`config.mk`:
```
export PLATFORM = sky130hd
export DESIGN_NAME = serial_xfer_ctrl
export DESIGN_NICKNAME = d
export VERILOG_FILES = /design/src/rtl/serial_xfer_pkg.sv /design/src/rtl/limit_counter.sv /design/src/rtl/piso_reg.sv /design/src/rtl/sclk_gen.sv /design/src/rtl/sipo_reg.sv /design/src/rtl/serial_xfer_ctrl.sv
export SDC_FILE = /design/constraint.sdc
export NUM_CORES = 1
export LEC_CHECK = 0
export CORE_AREA = 2 2 64 66
export DETAILED_ROUTE_END_ITERATION = 16
export DIE_AREA = 0 0 66 68
export PLACE_DENSITY = 0.75
export RECOVER_POWER = 25
export SETUP_SLACK_MARGIN = 0.02
export SYNTH_ARGS = -nofsm -noshare
export SYNTH_HDL_FRONTEND = slang
export SYNTH_SLANG_ARGS = --single-unit
export TNS_END_PERCENT = 30
```
`constraint.sdc`:
```
create_clock -name clk -period 1.4 [get_ports clk]
set_input_delay 0.14 -clock clk [delete_from_list [all_inputs] [get_ports clk]]
set_output_delay 0.14 -clock clk [all_outputs]
set_load 0.005 [all_outputs]
```
`src/rtl/serial_xfer_pkg.sv`:
```
// Shared types and helpers for the serial transfer controller.
package serial_xfer_pkg;

  typedef enum logic [1:0] {IDLE, SETUP, XFER, HOLD} xfer_state_t;

  // Counter width for a modulus n, never below one bit.
  function automatic int cnt_bits(input int n);
    return (n > 1) ? $clog2(n) : 1;
  endfunction

endpackage

```
`src/rtl/limit_counter.sv`:
```
// Up counter that wraps to zero after LIMIT; flags when it sits at LIMIT.
module limit_counter
  import serial_xfer_pkg::*;
#(
  parameter int LIMIT = 7
) (
  input  logic clk,
  input  logic clr,
  input  logic clear,
  input  logic en,
  output logic at_limit
);

  localparam int CW = cnt_bits(LIMIT + 1);
  localparam logic [CW-1:0] LIM = CW'(LIMIT);

  logic [CW-1:0] cnt;

  always_ff @(posedge clk) begin
    if (clr || clear) cnt <= '0;
    else if (en)      cnt <= (cnt == LIM) ? '0 : cnt + 1'b1;
  end

  assign at_limit = (cnt == LIM);

endmodule

```
`src/rtl/piso_reg.sv`:
```
// Parallel-in serial-out shift register, MSB first, zero fill.
module piso_reg #(
  parameter int WIDTH = 8
) (
  input  logic             clk,
  input  logic             clr,
  input  logic             load,
  input  logic             shift,
  input  logic [WIDTH-1:0] din,
  output logic             sout
);

  logic [WIDTH-1:0] q;

  // NOTE: sequential state uses non-blocking assignments so every register samples pre-edge values.
  always_ff @(posedge clk) begin
    if (clr)        q <= '0;
    else if (load)  q <= din;
    else if (shift) q <= {q[WIDTH-2:0], 1'b0};
  end

  assign sout = q[WIDTH-1];

endmodule

```
`src/rtl/sclk_gen.sv`:
```
// Divider for the serial clock: DIV clk cycles per half-period, with edge strobes.
module sclk_gen
  import serial_xfer_pkg::*;
#(
  parameter int DIV = 4
) (
  input  logic clk,
  input  logic clr,
  input  logic clear,
  input  logic run,
  input  logic toggle_en,
  output logic sclk,
  output logic tc,
  output logic rise,
  output logic fall
);

  localparam int CW = cnt_bits(DIV);
  localparam logic [CW-1:0] LAST = CW'(DIV - 1);

  logic [CW-1:0] cnt;

  // Strobes fire in the cycle before the edge on which sclk actually changes.
  assign tc   = run && (cnt == LAST);
  assign rise = tc && toggle_en && !sclk;
  assign fall = tc && toggle_en && sclk;

  always_ff @(posedge clk) begin
    if (clr || clear) begin
      cnt  <= '0;
      sclk <= 1'b0;
    end else begin
      if (run)       cnt  <= tc ? '0 : cnt + 1'b1;
      if (rise)      sclk <= 1'b1;
      else if (fall) sclk <= 1'b0;
    end
  end

endmodule

```
`src/rtl/sipo_reg.sv`:
```
// Serial-in parallel-out shift register, new bit enters at the LSB.
module sipo_reg #(
  parameter int WIDTH = 8
) (
  input  logic             clk,
  input  logic             clr,
  input  logic             clear,
  input  logic             shift,
  input  logic             sin,
  output logic [WIDTH-1:0] q
);

  always_ff @(posedge clk) begin
    if (clr || clear) q <= '0;
    else if (shift)   q <= {q[WIDTH-2:0], sin};
  end

endmodule

```
`src/rtl/serial_xfer_ctrl.sv`:
```
// Mode-0 full-duplex serial transfer controller: one WIDTH-bit word per accepted request.
module serial_xfer_ctrl
  import serial_xfer_pkg::*;
#(
  parameter int WIDTH = 8,
  parameter int DIV   = 4
) (
  input  logic             clk,
  input  logic             clr,
  input  logic             start_valid,
  output logic             start_ready,
  input  logic [WIDTH-1:0] tx_data,
  output logic [WIDTH-1:0] rx_data,
  output logic             rx_valid,
  output logic             busy,
  output logic             sclk,
  output logic             cs_n,
  output logic             mosi,
  input  logic             miso
);

  xfer_state_t      state, state_n;
  logic             accept, done;
  logic             tc, rise, fall, bit_last;
  logic [WIDTH-1:0] sipo_q;

  assign accept = start_valid && (state == IDLE);

  piso_reg #(.WIDTH(WIDTH)) u_piso (
    .clk(clk), .clr(clr), .load(accept), .shift(fall), .din(tx_data), .sout(mosi)
  );

  sipo_reg #(.WIDTH(WIDTH)) u_sipo (
    .clk(clk), .clr(clr), .clear(accept), .shift(rise), .sin(miso), .q(sipo_q)
  );

  limit_counter #(.LIMIT(WIDTH - 1)) u_bit_cnt (
    .clk(clk), .clr(clr), .clear(accept), .en(fall), .at_limit(bit_last)
  );

  sclk_gen #(.DIV(DIV)) u_sclk (
    .clk(clk), .clr(clr), .clear(accept), .run(state != IDLE),
    .toggle_en(state == XFER), .sclk(sclk), .tc(tc), .rise(rise), .fall(fall)
  );

  // NOTE: every always_comb output gets a default first so no latch is inferred.
  always_comb begin
    state_n = state;
    done    = 1'b0;
    unique case (state)
      IDLE:  if (accept) state_n = SETUP;
      SETUP: if (tc) state_n = XFER;
      XFER:  if (fall && bit_last) state_n = HOLD;
      HOLD:  if (tc) begin
               state_n = IDLE;
               done    = 1'b1;
             end
      default: state_n = IDLE;
    endcase
  end

  always_ff @(posedge clk) begin
    if (clr) begin
      state    <= IDLE;
      rx_valid <= 1'b0;
      rx_data  <= '0;
    end else begin
      state    <= state_n;
      rx_valid <= done;
      if (done) rx_data <= sipo_q;
    end
  end

  assign start_ready = (state == IDLE);
  assign busy        = ~start_ready;
  assign cs_n        = (state == IDLE);

endmodule

```
==> flow_summary.ini <==
[outcome]
status = complete, but fails checks
violations = negative setup slack

[finish]
postLayoutCellArea_sq_mm = 0.00224
fill_cells = 324
fin_util_pct = 58.1
final_cells = 258
diodes = 0
drive_gt1_share_pct = 28.8
seq_area_sq_um = 664
multi_input_area_sq_um = 880
fin_nets = 226
syn_to_final_growth_pct = 51.7

[global_routing]
grt.met1_usage_pct = 19.3
globalRouteOverflowTotal = 0
grt_start_max_net_pins = 14
grt_first_pass_wirelength_um = 5440
grt_usage_pct = 16.2
busiest_layer = met2
grt_use_met2_pct = 28.2
grt_pass1_vias = 1176
antenna_found_initial = 0
grt_use_met3_pct = 4.44

[worst_setup_path]
r2r_setup_slack_ps = -140
critPathLaunchType = flip-flop
crit_required_ps = 1610
crit_fanout = 3
cp.arrival_ps = 1750
crit_type = flip-flop to flip-flop
end_kind = flip-flop
worstReg2RegStart = state[0]
startpoint = state[0]

[placed_design]
place_area_sq_mm = 0.00194
placed_cells = 243
dpl.hpwl_um = 1990
portBuffers = 25
globalplace.congestion = 0.777
preCtsSetupSlack_ps = -82.8

[timing]
drv_slew = 0
hold_ws_ps = 415
rsz0062_at_grt = yes
tightestPinTransition_ps = 309
slew_headroom_pct = 79.4
finalHoldViolations = 0
timing.final.crit_share_pct = 110
setup_ws_ps = -141
period_needed_ps = 1540
setup_viol = 16
fmax_mhz = 649
fin_skew_ps = 7.31

[job]
max-cap-violations = 0

[floorplan]
die_area_sq_mm = 0.00449
core_area_sq_mm = 0.00386
die_w_um = 66
die_h_um = 68
num_io_pins = 26
start_util_pct = 38.3
rows = 23

[drt]
drc = 0
wl_per_cell_um = 13.1
wl_um = 3390
drtAntennaViolNets = 0
dr.pass1.iters = 4
via_per_inst = 4.77
drtIter0Drc = 57
vias = 1230

[yosys]
ys_dominant_reg_cell = dfxtp_1
yosysUniqueCellTypes = 29
synthArstFlopShare_pct = 0
syn_inst = 160
yosys-top-cells-count = nor2_1 (35), dfxtp_1 (33), nand2_1 (18), a21oi_1 (14), mux2i_1 (12)
synth_area_sq_mm = 0.00148
yosys_register_bits = 33
synth_area_per_cell_sq_um = 9.24
ys_top_cells_by_area = dfxtp_1 (45%), nor2_1 (8.9%), mux2i_1 (8.1%)
yosysMostFrequentCell = nor2_1
ys_seq_area_share_pct = 44.7
synth-edff-count = 0
yosys.area.top_type = dfxtp_1
synth_top_area_share_pct = 44.7
synth_nets = 179
yosysWarnings = 0

[worst_hold_path]
hp-start = miso
holdCritPathClass = input port to flip-flop

[clock_network]
cts-root-buf = clkbuf_8
cts_tree = built
cts_buffers = 5
path_clk_slew_ps = 60
clock_latency_ps = 290
cts_buffer_depth = 2
cts_sinks = 33
htreeDepth = 2

[power]
peakVddDrop_v = 0.00104
power.leakage_nw = 0.969
p_per_area_mw_per_mm2 = 1550
## final cells by class
| type | count | area share, % |
|---|---|---|
| multi-input cells | 112 | 39.3 |
| flip-flops and latches | 33 | 29.6 |
| repair buffers | 51 | 22.3 |
| clock buffers | 7 | 3.85 |
| well taps | 50 | 2.79 |
| clock inverters | 1 | 1.34 |
| inverters | 4 | 0.782 |
## routing by layer
| layer | routed length, um | share of wire (%) |
|---|---|---|
| met2 | 1770 | 52 |
| met5 | 0 | 0 |
| met3 | 99 | 2.9 |
| met1 | 1450 | 43 |
| met4 | 63 | 1.9 |
## power breakdown
group / switching, mW / internal, mW
logic: 0.653 / 0.777
clock network: 0.352 / 0.580
registers: 0.0693 / 1.05
total: 1.07 / 2.40
## worst max-delay path: stages, from the launching register on
cell and delay, ps:
dfxtp_2 340, buf_4 150, ha_1 210, or3_1 350, o32ai_2 200, mux2i_1 210
## per-stage QoR
step                setup TNS (ps)  total power [mW]
CTS                           -651              3.41
finish                       -1030              3.48
floorplan                        0              1.83
global placement              -212              2.23
detailed placement            -493              2.25
global route                 -3070              3.65
## path summary, 6_finish.rpt
kind / cells past startpoint / endpoint
worst max register to register: 5 / state[1]
worst max-delay path: 5 / state[1]
worst min register to register: 2 / u_sipo.q[7]
worst min-delay path: 3 / u_sipo.q[0]
## cells by family (layout without fill, tap and decap cells)
kind of cell	after synthesis	in the layout	share of synthesized area [%]
buffers and inverters	15	63	5.50
multiplexers	12	12	8.13
AO/OA/AOI/OAI	26	26	14.5
AND/OR/NAND/NOR	67	67	21.3
flip-flops	33	33	44.7
adder cells (fa/ha/maj)	7	7	5.93
## cell usage in the layout, fill, tap and decap left out, drive strengths merged
master and instances:
clkdlybuf4s50 18, dfxtp 33, a21oi 14, and2 1, clkbuf 9, inv 4
nand3 1, nor2b 1, mux2i 12, a21boi 1, clkdlybuf4s15 1, o21a 1
o21ai 1, and4bb 1, nand2 19, a2111oi 7, or3 2, nand4b 1
ha 7, bufinv 1, dlygate4sd3 4, nor2 35, nand2b 3, nor3 1
o21bai 1, o32ai 1, nand4bb 1, buf 26, nand3b 1
## registers in the layout (all words and copies together) (netlist names)
signal	flops
state	2
u_sclk.cnt	2
rx_valid	1
rx_data	8
u_sclk.sclk	1
u_piso.q	8
u_sipo.q	8
u_bit_cnt.cnt	3
## what timing repair did
action / in CTS / in global routing
hold buffers: 0 / 0
setup endpoints to repair: 27 / 34
gates resized for setup: 26 / 8
pin swaps: 4 / 1
hold endpoints to repair: 0 / 0
buffers inserted: 6 / 1
(Power assumes the default switching activity.)
